==> src/rtl/cpu_pkg.sv <==
// Shared CPU definitions: fetch FSM encoding, decode field positions, PC constants.
// Latency: n/a (types and constants only).
// Backpressure: n/a.
package cpu_pkg;

  // Fetch sequencer states: REQ issues, WAIT holds one outstanding fetch,
  // FLUSH swallows the response of a fetch made stale by a redirect.
  typedef enum logic [1:0] {
    REQ   = 2'd0,
    WAIT  = 2'd1,
    FLUSH = 2'd2
  } fetch_state_t;

  // Decode field positions inside the instruction word. The control unit keys
  // on {opcode, dir_mode, inst_type}, so these must stay contiguous from bit 0.
  localparam int INST_TYPE_LSB = 0;
  localparam int INST_TYPE_W   = 2;
  localparam int DIR_MODE_LSB  = 2;
  localparam int DIR_MODE_W    = 2;
  localparam int OPCODE_LSB    = 4;
  localparam int OPCODE_W      = 3;

  // Default PC after reset and the sequential fetch stride in bytes.
  localparam logic [31:0] RESET_PC_DEFAULT = 32'h0000_0000;
  localparam int          PC_STEP          = 4;

endpackage

==> src/rtl/fetch_unit.sv <==
// Instruction fetch: holds the PC, issues one outstanding imem request, registers words into the IF/ID slot.
// Latency: request in cycle N, rvalid in N+L, inst_valid in N+L+1; one instruction per L+1 cycles.
// Backpressure: no new request while the slot is full and id_ready=0; slot outputs hold steady until consumed.
module fetch_unit
  import cpu_pkg::*;
#(
  parameter int                 ADDR_W   = 32,
  parameter int                 DATA_W   = 32,
  parameter logic [ADDR_W-1:0]  RESET_PC = ADDR_W'(RESET_PC_DEFAULT)
) (
  input  logic              clk,
  input  logic              rst_n,
  input  logic              redirect,
  input  logic [ADDR_W-1:0] redirect_pc,
  output logic              imem_req,
  output logic [ADDR_W-1:0] imem_addr,
  input  logic              imem_rvalid,
  input  logic [DATA_W-1:0] imem_rdata,
  output logic              inst_valid,
  input  logic              id_ready,
  output logic [DATA_W-1:0] inst_word,
  output logic [ADDR_W-1:0] inst_pc,
  output logic [ADDR_W-1:0] pc_plus4,
  output logic [1:0]        inst_type,
  output logic [1:0]        dir_mode,
  output logic [2:0]        opcode
);

  localparam logic [ADDR_W-1:0] STEP       = ADDR_W'(PC_STEP);
  localparam logic [ADDR_W-1:0] ALIGN_MASK = ~ADDR_W'(2'b11);

  fetch_state_t      state_q,      state_d;
  logic [ADDR_W-1:0] pc_q,         pc_d;
  logic              inst_valid_q, inst_valid_d;
  logic [DATA_W-1:0] inst_word_q,  inst_word_d;
  logic [ADDR_W-1:0] inst_pc_q,    inst_pc_d;

  logic              slot_free;
  logic              take_rsp;
  logic [ADDR_W-1:0] redirect_tgt;

  // The slot can accept a new word if it is empty or being drained this cycle.
  assign slot_free = !inst_valid_q || id_ready;

  // Redirect targets are forced word aligned; the low bits are simply masked off.
  assign redirect_tgt = redirect_pc & ALIGN_MASK;

  // A response is captured only in WAIT and only if no redirect makes it stale.
  assign take_rsp = (state_q == WAIT) && imem_rvalid && !redirect;

  // Next-state and request generation. The request is also gated by rst_n so the
  // port reads idle while reset is held, since it is decoded from the state.
  always_comb begin
    state_d  = state_q;
    imem_req = 1'b0;
    case (state_q)
      REQ: begin
        // A response showing up here has no outstanding request behind it
        // (e.g. a fetch issued before a reset); it is ignored.
        if (rst_n && !redirect && slot_free) begin
          imem_req = 1'b1;
          state_d  = WAIT;
        end
      end
      WAIT: begin
        if (imem_rvalid) begin
          state_d = REQ;
        end else if (redirect) begin
          state_d = FLUSH;
        end
      end
      FLUSH: begin
        // The stale response ends the flush even if yet another redirect lands
        // in the same cycle; waiting for a second response would deadlock.
        if (imem_rvalid) begin
          state_d = REQ;
        end
      end
      default: begin
        state_d = REQ;
      end
    endcase
  end

  // PC update: redirect wins, otherwise advance past each captured word.
  always_comb begin
    pc_d = pc_q;
    if (redirect) begin
      pc_d = redirect_tgt;
    end else if (take_rsp) begin
      pc_d = pc_q + STEP;
    end
  end

  // IF/ID slot: drain on handshake, refill on response, kill on redirect.
  always_comb begin
    inst_valid_d = inst_valid_q;
    inst_word_d  = inst_word_q;
    inst_pc_d    = inst_pc_q;
    if (inst_valid_q && id_ready) begin
      inst_valid_d = 1'b0;
    end
    if (take_rsp) begin
      inst_valid_d = 1'b1;
      inst_word_d  = imem_rdata;
      inst_pc_d    = pc_q;
    end
    if (redirect) begin
      inst_valid_d = 1'b0;
    end
  end

  // State and PC registers.
  always_ff @(posedge clk or negedge rst_n) begin
    if (!rst_n) begin
      state_q <= REQ;
      pc_q    <= RESET_PC;
    end else begin
      state_q <= state_d;
      pc_q    <= pc_d;
    end
  end

  // IF/ID output slot registers.
  always_ff @(posedge clk or negedge rst_n) begin
    if (!rst_n) begin
      inst_valid_q <= 1'b0;
      inst_word_q  <= '0;
      inst_pc_q    <= '0;
    end else begin
      inst_valid_q <= inst_valid_d;
      inst_word_q  <= inst_word_d;
      inst_pc_q    <= inst_pc_d;
    end
  end

  // The address bus idles at zero whenever no request is being made.
  assign imem_addr  = imem_req ? pc_q : '0;

  assign inst_valid = inst_valid_q;
  assign inst_word  = inst_word_q;
  assign inst_pc    = inst_pc_q;
  assign pc_plus4   = inst_pc_q + STEP;

  // Decode fields are plain slices; consumers qualify them with inst_valid.
  assign inst_type  = inst_word_q[INST_TYPE_LSB +: INST_TYPE_W];
  assign dir_mode   = inst_word_q[DIR_MODE_LSB +: DIR_MODE_W];
  assign opcode     = inst_word_q[OPCODE_LSB +: OPCODE_W];

endmodule

==> config.mk <==
export PLATFORM = sky130hd
export DESIGN_NAME = fetch_unit
export DESIGN_NICKNAME = d
export VERILOG_FILES = /design/src/rtl/cpu_pkg.sv /design/src/rtl/fetch_unit.sv
export SDC_FILE = /design/constraint.sdc
export NUM_CORES = 1
export LEC_CHECK = 0
export ABC_CLOCK_PERIOD_IN_PS = 4350
export CORE_ASPECT_RATIO = 1.25
export CORE_MARGIN = 2
export CORE_UTILIZATION = 48
export CTS_BUF_LIST = sky130_fd_sc_hd__clkbuf_16
export DETAILED_ROUTE_END_ITERATION = 12
export PLACE_DENSITY = 0.84
export REMOVE_ABC_BUFFERS = 1
export SLEW_MARGIN = 20
export SYNTH_ARGS = -nofsm -noshare
export SYNTH_HDL_FRONTEND = slang
export SYNTH_SLANG_ARGS = --single-unit
==> constraint.sdc <==
create_clock -name clk -period 4.35 [get_ports clk]
set_input_delay 1.0875 -clock clk [delete_from_list [all_inputs] [get_ports clk]]
set_output_delay 1.0875 -clock clk [all_outputs]
set_load 0.1 [all_outputs]
==> results of run 1 <==
placed cells by master (no fill, tap or decap), types with 7 or more instances in the layout:
cell type,instances
buf_12,32
and2_1,26
or2_2,7
and4_1,8
clkdlybuf4s50_1,139
xor2_1,20
nand3_1,21
nand4_1,21
inv_1,15
buf_4,34
nor2_1,14
xnor2_1,19
nor4_1,21
nand2_1,50
o311ai_1,7
clkbuf_16,9
dfrtp_1,95
o21ai_0,19
nor3_1,17
mux2_2,58
worst max-delay path by stage:
stage | slack (ns) | startpoint | to
6_report | 0.54 | id_ready | imem_addr[3]
5_1_grt | 0.38 | id_ready | imem_addr[13]
4_1_cts | 0.50 | id_ready | imem_addr[3]
3_5_place_dp | 0.51 | id_ready | imem_addr[3]
3_3_place_gp | 0.53 | id_ready | imem_addr[2]
2_1_floorplan | -2.08 | redirect | imem_addr[10]
registers in the layout, indices dropped and copies added, names as in the netlist:
| signal | cells |
|---|---|
| inst_word | 32 |
| pc_q | 30 |
| inst_pc | 30 |
| inst_valid | 1 |
| state_q | 2 |
logic make-up (layout without fill, tap and decap cells):
logic type                 after synthesis  after routing  synth area share
and+or+nand+nor                        211            211            0.2204
DFF                                     95             95            0.4566
muxes                                   59             59            0.1274
buffers and inverters                   58            237           0.05287
AOI/OAI and AO/OA                       53             53           0.07162
xor gates and xnor gates                39             39           0.06561
adders and majority gates                2              2          0.004806
other                                    1              6         0.0007203
cell type report:
type | instances | area (µm²) | share of cell area
Multi-Input combinational cell | 370 | 2585 | 0.3315
Tap cell | 132 | 165.2 | 0.02118
Timing Repair Buffer | 206 | 2292 | 0.2940
Clock inverter | 7 | 96.34 | 0.01236
Inverter | 15 | 56.30 | 0.007221
Sequential cell | 95 | 2377 | 0.3049
Clock buffer | 9 | 225.2 | 0.02888
cells in the mapped netlist (all sizes together):
master   n
a21boi   1
a21oi    1
a22oi    3
a311o    3
a311oi   2
a31oi    3
and2    26
and3     4
and3b    1
and4     8
buf     24
clkbuf  19
conb     1
dfrtp   95
ha       2
inv     15
mux2    58
mux2i    1
nand2   50
nand2b   2
nand3   23
nand3b   1
nand4   21
nor2    16
nor2b    5
nor3    18
nor3b    1
nor4    21
nor4b    2
o21ai   19
o311ai  13
o31a     2
o31ai    6
or2      9
or3      2
or4      1
xnor2   19
xor2    20
power breakdown:
part           leakage [nW]  internal (mW)  switching (mW)  total (mW)
combinational          1.84          0.890            3.10        3.99
clock                 0.160          0.506           0.347       0.852
sequential             1.15           1.12           0.271        1.39
total                  3.15           2.51            3.72        6.23
per-layer routing:
metal	vias up	routed length (µm)	track usage	share of wire
met5	-	0	0	0
met4	0	269	0.07835	0.017
met3	27	1110	0.06127	0.071
met2	234	8173	0.4727	0.52
met1	2351	6097	0.3189	0.39
li1	2200	-	-	-
==> results.json, run 1 <==
{
  "start_util": 0.4929,
  "core_region_area_um2": 10560,
  "boundaryPins": 206,
  "maxCapViolations": 0,
  "layoutNonFillerInstCount": 834,
  "fin_skew_ns": 0.007919,
  "r2r.worst_path.cells": 4,
  "leakage_nw": 3.148,
  "fin_nets": 768,
  "number_of_distinct_library_cells_after_synthesis": 45,
  "worstMarginPinSlew_ns": 1.011,
  "cp_num_cells": 7,
  "final_util": 0.7382,
  "post_route_setup_tns_ns": 0,
  "end_kind": "primary output",
  "report.final.setup_viol": 0,
  "timing.critical_path.required_ns": 3.26,
  "rsz_0062_raised_after_global_routing": "false",
  "ys_ff_latch": 95,
  "cts-htree-levels": 3,
  "reg2reg_setup_slack_ns": 1.88,
  "setup.worst_path.class": "input port to primary output",
  "flow.area_growth_from_synthesis_pct": 49.77,
  "netlist_top_cells_area": "dfrtp_1 46%, mux2_2 13%, nand2_1 3.6%, xor2_1 3.4%, xnor2_1 3.2%",
  "vias_after_detailed_routing": 4812,
  "clk_buf_depth": 2,
  "cts_tree": "yes",
  "route.detailed.vias_per_inst": 5.770,
  "grt_usage": 0.2647,
  "drt_iter0_drc": 255,
  "hold_start": "inst_word[8]",
  "cts_hold_repair.buffers": 0,
  "gp_congestion": 0.8672,
  "crit-reg2reg-launch": "state_q[0]",
  "final.hold.worst_slack_ns": 0.5024,
  "cts_num_sinks": 95,
  "p_total_mw": 6.235,
  "critPathMaxFanout": 21,
  "cp_data_arrival_time_ns": 2.73,
  "dpl.cell_count": 818,
  "min_path_cells": 1,
  "r2r_end": "pc_q[24]",
  "synth_top_area_cell": "dfrtp_1",
  "initial_antenna_violation_count": 0,
  "maxSlewViolCount": 0,
  "postRouteAntennaNets": 0,
  "post_synth_inst_count": 518,
  "slowest_stage": "clkdlybuf4s50_1",
  "worstPathBufferInverterCount": 3,
  "status": "complete, no violations",
  "port-buffer-count": 197,
  "layout_setup_ws_ns": 0.5373,
  "clock_latency_ns": 0.35,
  "placement_stage_cell_area_um2": 7476,
  "design_area_um2": 7797,
  "die_height_um": 120.4,
  "synthesis.yosys.warnings": 0,
  "cts_buffers": 9,
  "total_wirelength_of_the_detailed_routed_design_um": 15650,
  "timing_hold_violations_final": 0,
  "remaining_drc_errors": 0,
  "max_freq_mhz": 262.3,
  "grt_pass1_wl_um": 24620,
  "cts_setup_buffers": 0,
  "path_cells": "clkdlybuf4s50_1 -> nand2b_1 -> nand3_1 -> nor3_2 -> buf_12 -> and2_1 -> buf_12",
  "share_of_the_synthesized_area_in_the_top_cell_type": 0.4566,
  "timing.hold.worst_endpoint": "inst_word[8]",
  "period_share": 0.8765,
  "worst_slack_at_placement_ns": 0.5095,
  "cts.repair.resized": 0,
  "synth_area_um2": 5206,
  "ir_drop_mv": 0.6861,
  "hold_path_class": "flop to flop",
  "cts.root.buffer_cell": "clkbuf_16",
  "grt_start_max_net_pins": 68,
  "share_of_synthesized_area_occupied_by_flip_flops_and_latches": 0.4566,
  "wl_per_cell_um": 18.76,
  "drt-pass1-iter-count": 7,
  "timing.max_slew.rel_slack": 0.3239,
  "crit_path_max_incr_delay_ns": 0.45,
  "post_route_cells_drive_above_1_share": 0.2179,
  "num_rows": 42,
  "hpwlAfterDp_um": 11190,
  "syn_avg_cell_area_um2": 10.05,
  "critical_path.most_common_cell": "buf_12",
  "floorplan.die.width_um": 97.15,
  "die_area_um2": 11700,
  "cts.reportedPaths.clkPinSlew_ns": 0.06,
  "sum_of_overflow_across_all_layers_after_global_routing": 0,
  "final.min_clock_period_ns": 3.813,
  "powerDensity_nw_per_um2": 799.6,
  "crit_family": "buffers and inverters",
  "critical_path.startpoint_type": "input port",
  "layout.filler_cells": 740,
  "antenna_cells_inserted": 0,
  "first_global_vias": 4669
}
(Power assumes the default switching activity.)
==> run 2, diff against run 1 <==
--- a/config.mk
+++ b/config.mk
@@ -6,12 +6,16 @@
 export NUM_CORES = 1
 export LEC_CHECK = 0
 export ABC_CLOCK_PERIOD_IN_PS = 4350
+export CAP_MARGIN = 20
+export CELL_PAD_IN_SITES_DETAIL_PLACEMENT = 1
+export CELL_PAD_IN_SITES_GLOBAL_PLACEMENT = 2
 export CORE_ASPECT_RATIO = 1.25
 export CORE_MARGIN = 2
-export CORE_UTILIZATION = 48
+export CORE_UTILIZATION = 40
 export CTS_BUF_LIST = sky130_fd_sc_hd__clkbuf_16
 export DETAILED_ROUTE_END_ITERATION = 12
-export PLACE_DENSITY = 0.84
+export DONT_BUFFER_PORTS = 1
+export PLACE_DENSITY = 0.81
 export REMOVE_ABC_BUFFERS = 1
 export SLEW_MARGIN = 20
 export SYNTH_ARGS = -nofsm -noshare
==> run 2 against run 1 <==
Register-to-register slack gained 0.05 ns. Maximum frequency is 3.0% lower. Utilization decreased by 18 points. Worst hold slack lost 0.080 ns. Final area is 9.0% lower. Critical path type is now flop to primary output. Critical endpoint is now pc_plus4[21]. Largest cell class unchanged.
==> results.json, run 2 (synthesized netlist as in run 1, its figures left out) <==
{
  "status": "complete, no violations",
  "num_rows": 46,
  "r2r.worst_path.cells": 4,
  "setup.worst_path.class": "flop to primary output",
  "flow.area_growth_from_synthesis_pct": 36.29,
  "vias_after_detailed_routing": 4286,
  "wl_per_cell_um": 21.72,
  "cts_tree": "yes",
  "post_route_cells_drive_above_1_share": 0.3784,
  "cts_hold_repair.buffers": 0,
  "timing.max_slew.rel_slack": 0.3303,
  "grt_usage": 0.2413,
  "boundaryPins": 206,
  "critPathMaxFanout": 9,
  "commonest_cells_after_routing_fill_and_taps_aside": "88 x dfrtp_1, 58 x mux2_2, 55 x buf_4",
  "maxCapViolations": 0,
  "largest_reg_flops": 32,
  "critical_path.startpoint_type": "flop",
  "clock_latency_ns": 0.35,
  "grt_start_max_net_pins": 97,
  "layout_setup_ws_ns": 0.4185,
  "total_wirelength_of_the_detailed_routed_design_um": 16510,
  "gp_congestion": 0.8114,
  "max_freq_mhz": 254.4,
  "end_kind": "primary output",
  "port-buffer-count": 0,
  "drt_iter0_drc": 122,
  "layout.cells.most_common": "dfrtp_1",
  "layout.filler_cells": 1327,
  "grt_pass1_wl_um": 26650,
  "first_global_vias": 4804,
  "clk_buf_depth": 2,
  "timing.critical_path.required_ns": 3.26,
  "cts.root.buffer_cell": "clkbuf_16",
  "worstMarginPinSlew_ns": 1.005,
  "start_util": 0.4093,
  "remaining_drc_errors": 0,
  "cts_num_sinks": 95,
  "postRouteAntennaNets": 0,
  "maxSlewViolCount": 0,
  "antenna_cells_inserted": 0,
  "initial_antenna_violation_count": 0,
  "worst_slack_at_placement_ns": 0.7858,
  "period_share": 0.9038,
  "cts-htree-levels": 3,
  "fin_skew_ns": 0.007366,
  "cts_buffers": 9,
  "floorplan.die.width_um": 106.0,
  "die_area_um2": 13950,
  "final.min_clock_period_ns": 3.931,
  "core_region_area_um2": 12720,
  "cts.reportedPaths.clkPinSlew_ns": 0.07,
  "timing_hold_violations_final": 0,
  "sum_of_overflow_across_all_layers_after_global_routing": 0,
  "hpwlAfterDp_um": 11940,
  "cts_setup_buffers": 0,
  "drt-pass1-iter-count": 4,
  "cp_data_arrival_time_ns": 2.84,
  "rsz_0062_raised_after_global_routing": "false",
  "cts.repair.resized": 0,
  "route.detailed.vias_per_inst": 5.639,
  "hold_path_class": "input port to async pin",
  "report.final.setup_viol": 0,
  "fin_nets": 658,
  "die_height_um": 131.6
}
==> run 2: cell count changes in the layout (fill, tap and decap cells not counted), sizes merged <==
| cell | previous run | this run |
|---|---|---|
| inv | 16 | 17 |
| clkinv | 4 | 2 |
| clkdlybuf4s50 | 139 | 0 |
| clkinvlp | 0 | 2 |
| bufinv | 2 | 1 |
| buf | 67 | 96 |
==> run 2: final timing paths <==
path	from	endpoint	slack [ns]
max	inst_pc[2]	pc_plus4[21]	0.42
min	rst_n	inst_word[31]	0.42
max reg2reg	state_q[0]	inst_word[17]	1.93
min reg2reg	pc_q[28]	inst_pc[28]	0.57
max in group asynchronous	rst_n	pc_q[23]	3.79
min in group clk	pc_q[28]	inst_pc[28]	0.57
==> run 2: layer usage <==
metal	up-vias	track usage	part of all wire
li1	1955	-	-
met1	2183	0.2816	0.39
met2	128	0.4398	0.54
met3	20	0.04415	0.049
met4	0	0.08187	0.020
met5	-	0	0
==> run 2: worst max-delay path, stage by stage (launching register included) <==
cell and delay [ns]:
dfrtp_1 0.35, buf_4 0.31, and2_1 0.28, nand4_1 0.51
nor4_1 0.59, xor2_2 0.24, buf_12 0.20
==> run 2: area by class of cell <==
class,instances,area (µm²),share of cell area
inverters,15,56.30,0.007935
clock buffers,9,225.2,0.03174
multi-input cells,370,2845,0.4010
repair buffers,96,1301,0.1834
flip-flops and latches,95,2386,0.3363
clock inverters,7,71.32,0.01005
well taps,168,210.2,0.02962
==> run 2: through the flow <==
stage,utilization,cells,TNS (ns),area [µm²],hold WS [ns]
finish,0.5578,760,0,7096,0.4226
global route,0.5578,760,0,7096,0.4175
CTS,0.5578,760,0,7096,0.4199
detailed placement,0.5345,744,0,6799,0.5550
global placement,0.5345,744,0,6799,0.5474
floorplan,-,480,-78.26,5006,0.5057
Power of run 2 is not shown: default switching activity piles up to over one toggle a cycle in this logic, so the estimate is an artifact.
==> run 3, diff against run 2 <==
--- a/config.mk
+++ b/config.mk
@@ -13,6 +13,7 @@
 export CORE_MARGIN = 2
 export CORE_UTILIZATION = 40
 export CTS_BUF_LIST = sky130_fd_sc_hd__clkbuf_16
+export CTS_CLUSTER_DIAMETER = 120
 export DETAILED_ROUTE_END_ITERATION = 12
 export DONT_BUFFER_PORTS = 1
 export PLACE_DENSITY = 0.81
==> results of run 3 <==
The final DEF is identical to that of run 2; final timing and power are the same.
Power of run 3 is left out for the same reason.
